[src/rtl/mastermind_pkg.sv]
// Shared types and constants for the Mastermind secret-code generator.
// Holds the code geometry (pegs, colours, digit width), the digit and
// index types, the generator state encoding and the colour range check.
package mastermind_pkg;

  localparam int NUM_PEGS   = 4;
  localparam int NUM_COLORS = 6;
  localparam int COLOR_W    = 3;
  localparam int IDX_W      = (NUM_PEGS > 1) ? $clog2(NUM_PEGS) : 1;

  typedef logic [COLOR_W-1:0] color_t;
  typedef logic [IDX_W-1:0]   idx_t;

  typedef enum logic [1:0] {
    IDLE   = 2'd0,
    SAMPLE = 2'd1,
    DONE   = 2'd2
  } gen_state_t;

  // One extra bit on the compare so that NUM_COLORS == 2**COLOR_W
  // (every pattern legal) does not wrap to zero.
  function automatic logic color_legal(input color_t c);
    return {1'b0, c} < (COLOR_W+1)'(NUM_COLORS);
  endfunction

endpackage

[src/rtl/code_dup_check.sv]
// Repeat detector for the code generator.
// Compares a candidate colour against the digits already written, looking
// only at slots 0..idx_i-1 (slots at or above idx_i hold stale/zero data).
// Ports:
//   digits_i  digit registers of the code being built
//   cand_i    candidate colour drawn this cycle
//   idx_i     number of digits already accepted
//   dup_o     1 when cand_i equals one of the accepted digits
module code_dup_check
  import mastermind_pkg::*;
(
  input  color_t [NUM_PEGS-1:0] digits_i,
  input  color_t                cand_i,
  input  idx_t                  idx_i,
  output logic                  dup_o
);

  logic [NUM_PEGS-1:0] hit;

  for (genvar g = 0; g < NUM_PEGS; g++) begin : g_slot
    assign hit[g] = (IDX_W'(g) < idx_i) && (digits_i[g] == cand_i);
  end

  assign dup_o = |hit;

endmodule

[src/rtl/code_gen_ctrl.sv]
// Secret-code generator controller.
// Free-runs an external LFSR while idle, then on start draws LFSR values by
// rejection sampling until NUM_PEGS legal digits are collected or the draw
// budget runs out. Also clears the LFSR out of its all-ones lock-up state.
// Ports:
//   clk_i         clock, rising edge
//   rst_ni        asynchronous active-low reset
//   start_i       request a new code (level, sampled each edge)
//   lfsr_q_i      current LFSR state
//   lfsr_step_o   LFSR advance enable (combinational)
//   lfsr_clr_o    LFSR synchronous clear on lock-up (combinational)
//   busy_o        drawing in progress
//   code_valid_o  code_o holds a complete legal code
//   err_o         draw budget exhausted, code_o holds a partial fill
//   code_o        digit i at [i*COLOR_W +: COLOR_W]
//   draws_o       draws consumed by the last/current request
module code_gen_ctrl
  import mastermind_pkg::*;
#(
  parameter int LFSR_W       = 8,
  parameter int ALLOW_REPEAT = 1,
  parameter int MAX_DRAWS    = 64,
  localparam int DRAW_W      = $clog2(MAX_DRAWS + 1)
) (
  input  logic                        clk_i,
  input  logic                        rst_ni,
  input  logic                        start_i,
  input  logic [LFSR_W-1:0]           lfsr_q_i,
  output logic                        lfsr_step_o,
  output logic                        lfsr_clr_o,
  output logic                        busy_o,
  output logic                        code_valid_o,
  output logic                        err_o,
  output logic [NUM_PEGS*COLOR_W-1:0] code_o,
  output logic [DRAW_W-1:0]           draws_o
);

  gen_state_t            state_q, state_d;
  color_t [NUM_PEGS-1:0] digits_q, digits_d;
  idx_t                  idx_q, idx_d;
  logic [DRAW_W-1:0]     draws_q, draws_d;
  logic                  busy_q, busy_d;
  logic                  valid_q, valid_d;
  logic                  err_q, err_d;

  logic   lock, draw, dup, accept, last_acc, budget_hit, restart;
  color_t cand;

  assign lock = &lfsr_q_i;
  assign cand = lfsr_q_i[COLOR_W-1:0];

  code_dup_check u_dup (
    .digits_i (digits_q),
    .cand_i   (cand),
    .idx_i    (idx_q),
    .dup_o    (dup)
  );

  // A lock-up cycle is not a draw: the LFSR value is meaningless there.
  assign draw       = (state_q == SAMPLE) && !lock;
  assign accept     = draw && color_legal(cand) && ((ALLOW_REPEAT != 0) || !dup);
  assign last_acc   = accept && (idx_q == IDX_W'(NUM_PEGS - 1));
  // This draw is the one that brings the count to MAX_DRAWS.
  assign budget_hit = draw && (draws_q == DRAW_W'(MAX_DRAWS - 1));
  assign restart    = ((state_q == IDLE) || (state_q == DONE)) && start_i;

  // ---------------- FSM: state register ----------------
  always_ff @(posedge clk_i or negedge rst_ni) begin
    if (!rst_ni) state_q <= IDLE;
    else         state_q <= state_d;
  end

  // ---------------- FSM: next state ----------------
  always_comb begin
    state_d = state_q;
    case (state_q)
      IDLE:    if (start_i) state_d = SAMPLE;
      SAMPLE:  if (last_acc || budget_hit) state_d = DONE;
      DONE:    if (start_i) state_d = SAMPLE;
      default: state_d = IDLE;
    endcase
  end

  // ---------------- FSM: outputs ----------------
  // LFSR is frozen in DONE so the drawn code's successor state is kept.
  always_comb begin
    lfsr_clr_o  = lock;
    lfsr_step_o = 1'b0;
    case (state_q)
      IDLE, SAMPLE: lfsr_step_o = !lock;
      default:      lfsr_step_o = 1'b0;
    endcase
  end

  // ---------------- datapath next state ----------------
  always_comb begin
    digits_d = digits_q;
    idx_d    = idx_q;
    draws_d  = draws_q;
    busy_d   = busy_q;
    valid_d  = valid_q;
    err_d    = err_q;
    if (restart) begin
      digits_d = '0;
      idx_d    = '0;
      draws_d  = '0;
      busy_d   = 1'b1;
      valid_d  = 1'b0;
      err_d    = 1'b0;
    end else if (draw) begin
      if (draws_q != DRAW_W'(MAX_DRAWS)) draws_d = draws_q + 1'b1;
      if (accept) begin
        digits_d[idx_q] = cand;
        if (!last_acc) idx_d = idx_q + 1'b1;
      end
      // Completion wins when the final digit lands on the last budgeted draw.
      if (last_acc) begin
        busy_d  = 1'b0;
        valid_d = 1'b1;
      end else if (budget_hit) begin
        busy_d = 1'b0;
        err_d  = 1'b1;
      end
    end
  end

  always_ff @(posedge clk_i or negedge rst_ni) begin
    if (!rst_ni) begin
      digits_q <= '0;
      idx_q    <= '0;
      draws_q  <= '0;
      busy_q   <= 1'b0;
      valid_q  <= 1'b0;
      err_q    <= 1'b0;
    end else begin
      digits_q <= digits_d;
      idx_q    <= idx_d;
      draws_q  <= draws_d;
      busy_q   <= busy_d;
      valid_q  <= valid_d;
      err_q    <= err_d;
    end
  end

  assign busy_o       = busy_q;
  assign code_valid_o = valid_q;
  assign err_o        = err_q;
  assign code_o       = digits_q;
  assign draws_o      = draws_q;

endmodule

[config.mk]
export PLATFORM = sky130hd
export DESIGN_NAME = code_gen_ctrl
export DESIGN_NICKNAME = d
export VERILOG_FILES = /design/src/rtl/mastermind_pkg.sv /design/src/rtl/code_dup_check.sv /design/src/rtl/code_gen_ctrl.sv
export SDC_FILE = /design/constraint.sdc
export NUM_CORES = 1
export LEC_CHECK = 0
export ABC_AREA = 1
export CORE_ASPECT_RATIO = 0.6
export CORE_MARGIN = 2
export CORE_UTILIZATION = 25
export CTS_CLUSTER_SIZE = 40
export DETAILED_ROUTE_END_ITERATION = 10
export DONT_BUFFER_PORTS = 1
export GPL_TIMING_DRIVEN = 0
export SLEW_MARGIN = 10
export SYNTH_ARGS = -nofsm -noshare
export SYNTH_HDL_FRONTEND = slang
export SYNTH_SLANG_ARGS = --single-unit
[constraint.sdc]
create_clock -name clk_i -period 1.85 [get_ports clk_i]
set_input_delay 0.2775 -clock clk_i [delete_from_list [all_inputs] [get_ports clk_i]]
set_output_delay 0.2775 -clock clk_i [all_outputs]
set_load 0.02 [all_outputs]
==> results.yml, run 1 <==
global_routing:
  grt_antenna_before_repair: 0
  grt_usage_pct: 10.80
  grt_pass1_vias: 995
  grt_pass1_wl_mm: 4.974
  grt_overflow: 0
  grt_max_degree: 27
clock_tree:
  ctsResizeCount: 0
  numCtsBuffers: 3
  numClockSinks: 26
  cts.htree.levels: 1
  cts_root_buffer: "clkbuf_8"
  cts_tree: "done"
  clk_pin_slew_ns: 0.09
  clk_latency_ns: 0.27
  clock_path_buffers: 2
yosys:
  synth_seq_cells: 26
  syn_nets: 183
  yosysWarnings: 0
  syn_area_mm2: 0.001339
  synth.mux.area_fraction_pct: 0
  synth_top_family_by_area: "simple AND/OR/NAND/NOR gates"
  synthCells: 166
  yosys.area_share.simple_pct: 31.87
  synthXorXnorAreaFrac_pct: 0
  synthAdderAreaFrac_pct: 5.607
  yosysUniqueCellTypes: 21
  synth_compound_area_share_pct: 7.944
  ys_seq_area_share_pct: 48.60
  synth_area_per_cell_um2: 8.065
flow_run:
  maxCapViolCount: 0
worst_setup_path:
  r2r_end: "draws_o[6]"
  critPathCaptureType: "flop"
  critical_path_class: "flop to flop"
  critPathLaunchType: "flop"
  r2r_cells: 9
  rr_startpoint: "draws_o[0]"
  crit_arrival_ns: 1.78
  worstPathRequired_ns: 2.06
  reg2reg_slack_ns: 0.28
  cp_max_fo: 8
sta:
  grt_setup_unrepaired: "false"
  skew_ns: 0.006173
  min_period_ns: 1.566
  relSlewSlack_pct: 73.11
  slew_viol_final: 0
  timing.setup.tns_ns: 0
  hold_viol: 0
  setup_viol: 0
  fin_crit_sh_pct: 84.63
  max_freq_mhz: 638.7
  worstMarginPinSlew_ns: 0.4033
final_layout:
  layout.nets: 190
  multiInputGateArea_um2: 608.1
  drive_above_1_share_pct: 10.53
  area_growth_pct: 11.50
  fillers: 557
  diodes: 0
  regArea_um2: 650.6
  fin_area_mm2: 0.001493
power_and_ir_drop:
  power_density_mw_per_mm2: 1477
  peakVddDrop_v: 0.0004052
  finalPower_mw: 2.205
  p_leak_nw: 0.7338
floorplan:
  die_w_um: 98.48
  dieArea_mm2: 0.005976
  coreArea_mm2: 0.005105
  ios: 35
  die_y_um: 60.69
  initial_core_util_pct: 26.23
  rows: 20
routing:
  totalWireLength_mm: 3.068
  drtIter0Drc: 85
  via_per_inst: 4.430
  drtPass1Iterations: 5
  postRouteAntennaNets: 0
  wl_per_cell_um: 12.95
  drc: 0
  vias: 1050
status:
  status: "finished clean"
place:
  hpwl_mm: 2.278
  io_buffers: 0
  place.gp.congestion: 0.7760
  place_area_mm2: 0.001421
hold_path:
  holdCritPathClass: "input pin to flop"
  worstHoldStart: "start_i"
  hold_depth: 1
  hold_end: "state_q[1]"
-- worst max path at each step --
| stage | startpoint | end | slack, ns |
|---|---|---|---|
| detailed placement | draws_o[0] | draws_o[2] | 0.31 |
| global placement | draws_o[0] | draws_o[0] | 0.29 |
| finish | draws_o[0] | draws_o[6] | 0.28 |
| CTS | draws_o[0] | draws_o[2] | 0.29 |
| floorplan | draws_o[0] | draws_o[5] | 0.50 |
| global route | draws_o[0] | draws_o[4] | 0.14 |
-- synthesized netlist by cell type --
cell / instances / area, um^2
nand4_1: 1 / 6.260
inv_1: 12 / 45.04
nand2_1: 42 / 157.7
or2_1: 1 / 6.260
nand2_2: 1 / 6.260
o21bai_1: 1 / 7.510
nor2_1: 17 / 63.81
o21ai_1: 15 / 75.07
dfrtp_1: 26 / 650.6
ha_1: 6 / 75.07
nor2_2: 1 / 6.260
inv_2: 6 / 22.52
buf_2: 1 / 5.000
or2_0: 2 / 12.51
buf_4: 1 / 7.510
a21oi_1: 3 / 15.01
nor2_4: 1 / 11.26
o311ai_0: 1 / 8.760
nand3_2: 2 / 20.02
nand2_4: 1 / 11.26
nand3_1: 25 / 125.1
-- routing by layer --
layer | wire (um) | vias up | track usage, %
li1 | - | 546 | -
met1 | 1545 | 475 | 14.73
met2 | 1246 | 25 | 15.94
met3 | 215 | 4 | 2.880
met4 | 60 | 0 | 5.871
met5 | 0 | - | 0
-- metrics by stage --
step                setup WS (ns)  instances  utilization, %  hold WS [ns]
floorplan                  0.4982        166               -      -0.01809
global placement           0.2934        232           27.84      -0.01725
detailed placement         0.3087        232           27.84      -0.01726
CTS                        0.2891        237           29.24        0.1694
global route               0.1445        237           29.24        0.1651
finish                     0.2844        237           29.24        0.1706
-- report_power, final --
group | switching, mW | internal (mW)
clock | 0.172 | 0.146
combinational | 0.491 | 0.273
sequential | 0.370 | 0.753
-- layout by cell type, fill, tap and decap left out, drive strengths merged --
cell          n
o311ai        1
or2           3
o21bai        1
clkbuf        3
ha            6
a21oi         3
nand2        44
dfrtp        26
nand3        27
dlygate4sd3   1
o21ai        15
inv          18
buf           3
nand4         1
nor2         19
-- cell type report --
class / count / share of cell area [%]
inverter: 18 / 4.526
multi-input combinational: 120 / 40.74
buffer: 2 / 0.8382
sequential: 26 / 43.59
tap: 66 / 5.532
clock buffer: 3 / 2.766
timing repair buffer: 2 / 2.012
-- registers in the layout (all words and copies together), names as in the netlist --
name and flops:
code_valid_o 1, busy_o 1, err_o 1, code_o 12, state_q 2, idx_q 2
draws_o 7
-- worst max-delay path, stage by stage, from the launching register on --
cell     delay (ns)
dfrtp_1        0.55
inv_1          0.09
ha_1           0.20
inv_1          0.05
nor2_1         0.03
nand3_1        0.11
nand3_2        0.20
nand2_4        0.16
nand2_1        0.06
nand2_1        0.05
-- logic make-up after synthesis --
family	count (synthesis)
DFF	26
AOI/OAI and AO/OA	20
and+or+nand+nor	94
adders and majority gates	6
buffers and inverters	20
-- what timing repair did --
item                      CTS  global route
hold buffers                2             0
hold endpoints to repair   26             0
setup buffers               0             0
No activity file was read; power rests on OpenSTA's default activity.
==> run 2, diff against run 1 <==
==> constraint.sdc (replaced) <==
create_clock -name clk_i -period 1.3 [get_ports clk_i]
set_input_delay 0.195 -clock clk_i [delete_from_list [all_inputs] [get_ports clk_i]]
set_output_delay 0.195 -clock clk_i [all_outputs]
set_load 0.02 [all_outputs]
==> results.yml, run 2 (same netlist as run 1, synthesis figures left out) <==
status:
  status: "finished with violations"
  failed_checks: "negative setup slack"
worst_setup_path:
  critPathLaunchType: "flop"
  cp_max_fo: 5
  worstPathRequired_ns: 1.48
  crit_arrival_ns: 1.59
  critical_path_class: "flop to flop"
  critPathCaptureType: "flop"
  reg2reg_slack_ns: -0.11
clock_tree:
  numClockSinks: 26
  numCtsBuffers: 3
  clk_latency_ns: 0.27
  clock_path_buffers: 2
  clk_pin_slew_ns: 0.09
  cts_tree: "done"
  cts_root_buffer: "clkbuf_8"
  cts.htree.levels: 1
floorplan:
  rows: 20
  die_y_um: 60.69
  initial_core_util_pct: 26.23
  die_w_um: 98.48
  ios: 35
  coreArea_mm2: 0.005105
  dieArea_mm2: 0.005976
place:
  io_buffers: 0
  post-place-cells: 232
  hpwl_mm: 2.297
  place_ws_ns: -0.1760
  place.gp.congestion: 0.7724
power_and_ir_drop:
  p_leak_nw: 0.7622
  power_density_mw_per_mm2: 2255
  peakVddDrop_v: 0.0006280
routing:
  postRouteAntennaNets: 0
  vias: 1078
  drtIter0Drc: 28
  drc: 0
  via_per_inst: 4.473
  totalWireLength_mm: 3.213
  drtPass1Iterations: 4
  wl_per_cell_um: 13.33
sta:
  min_period_ns: 1.410
  fin_crit_sh_pct: 108.5
  max_freq_mhz: 709.2
  setup_slack_ns: -0.1100
  setup_viol: 9
  relSlewSlack_pct: 73.19
  slew_viol_final: 0
  grt_setup_unrepaired: "true"
  skew_ns: 0.005465
  hold_viol: 0
  worstMarginPinSlew_ns: 0.4021
final_layout:
  layout.cells.non_filler: 241
  final_cell_mix: "38 x nand2_1, 23 x nand3_1, 22 x dfrtp_1"
  largest_register_ff_count: 12
  drive_above_1_share_pct: 23.43
  fillers: 540
  layout.nets: 193
  area_growth_pct: 21.40
  layout_commonest_cell: "nand2_1"
  diodes: 0
global_routing:
  grt_antenna_before_repair: 0
  grt_pass1_vias: 1058
  grt_overflow: 0
  grt_usage_pct: 11.72
  grt_pass1_wl_mm: 5.457
  grt_max_degree: 27
hold_path:
  holdCritPathClass: "input pin to flop"
flow_run:
  maxCapViolCount: 0
## run 2: changes by cell type in the layout (fill, tap and decap cells not counted), sizes merged
cell / delta
buf: +3
bufinv: +1
## run 2: metrics by stage
stage	instance area [um^2]	hold slack (ns)	power [mW]	setup TNS (ns)	util, %
final	1625	0.03038	3.665	-0.7141	31.84
after global routing	1625	0.03631	3.952	-1.754	31.84
after CTS	1584	0.02342	3.536	-0.6394	31.03
after detailed placement	1424	-0.09950	2.697	-1.452	27.89
after global placement	1424	-0.09960	2.684	-1.450	27.89
after floorplan	1341	-0.1006	2.413	0	-
## run 2: final timing paths
| kind | from | to | depth (start not counted) |
|---|---|---|---|
| max | draws_o[1] | draws_o[5] | 9 |
| min | start_i | state_q[1] | 1 |
| max reg2reg | draws_o[1] | draws_o[5] | 9 |
| min reg2reg | state_q[0] | state_q[1] | 1 |
| max in group asynchronous | rst_ni | draws_o[2] | 2 |
| min in group asynchronous | rst_ni | code_o[2] | 2 |
## run 2: per-layer routing
layer	routed length [um]	track usage, %	vias to the layer above
met5	0	0	-
met4	0	2.935	0
met3	306	4.839	0
met2	1341	17.59	30
met1	1564	15.94	489
li1	-	-	559
## run 2: timing repair
action | CTS | global route
pin swaps | 7 | 7
buffers inserted | 2 | 1
gates resized for setup | 13 | 8
endpoints found under the hold margin | 26 | 0
hold buffers | 2 | 0
endpoints found under the setup margin | 10 | 14
## run 2: critical path: stages, from the launching register on
cell	delay (ns)
dfrtp_2	0.50
inv_2	0.08
ha_4	0.16
inv_2	0.04
nor2_2	0.03
nand3_2	0.09
nand3_4	0.12
buf_12	0.16
nand3_1	0.06
nand2_1	0.06
## run 2: final cells by class
cell class,count,area [um^2],share of cell area [%]
multi-input cells,120,670.6,41.26
flip-flops and latches,26,655.6,40.34
well taps,66,82.58,5.081
inverters,18,67.56,4.157
repair buffers,5,65.06,4.003
clock buffers,3,41.29,2.540
clock inverters,1,30.03,1.848
plain buffers,2,12.51,0.7698
## run 2: power breakdown
| part | internal [mW] | switching, mW | total, mW | leakage (nW) |
|---|---|---|---|---|
| registers | 1.08 | 0.557 | 1.64 | 0.333 |
| logic | 0.550 | 0.799 | 1.35 | 0.394 |
| clock network | 0.412 | 0.264 | 0.677 | 0.0357 |
| total | 2.04 | 1.62 | 3.67 | 0.762 |
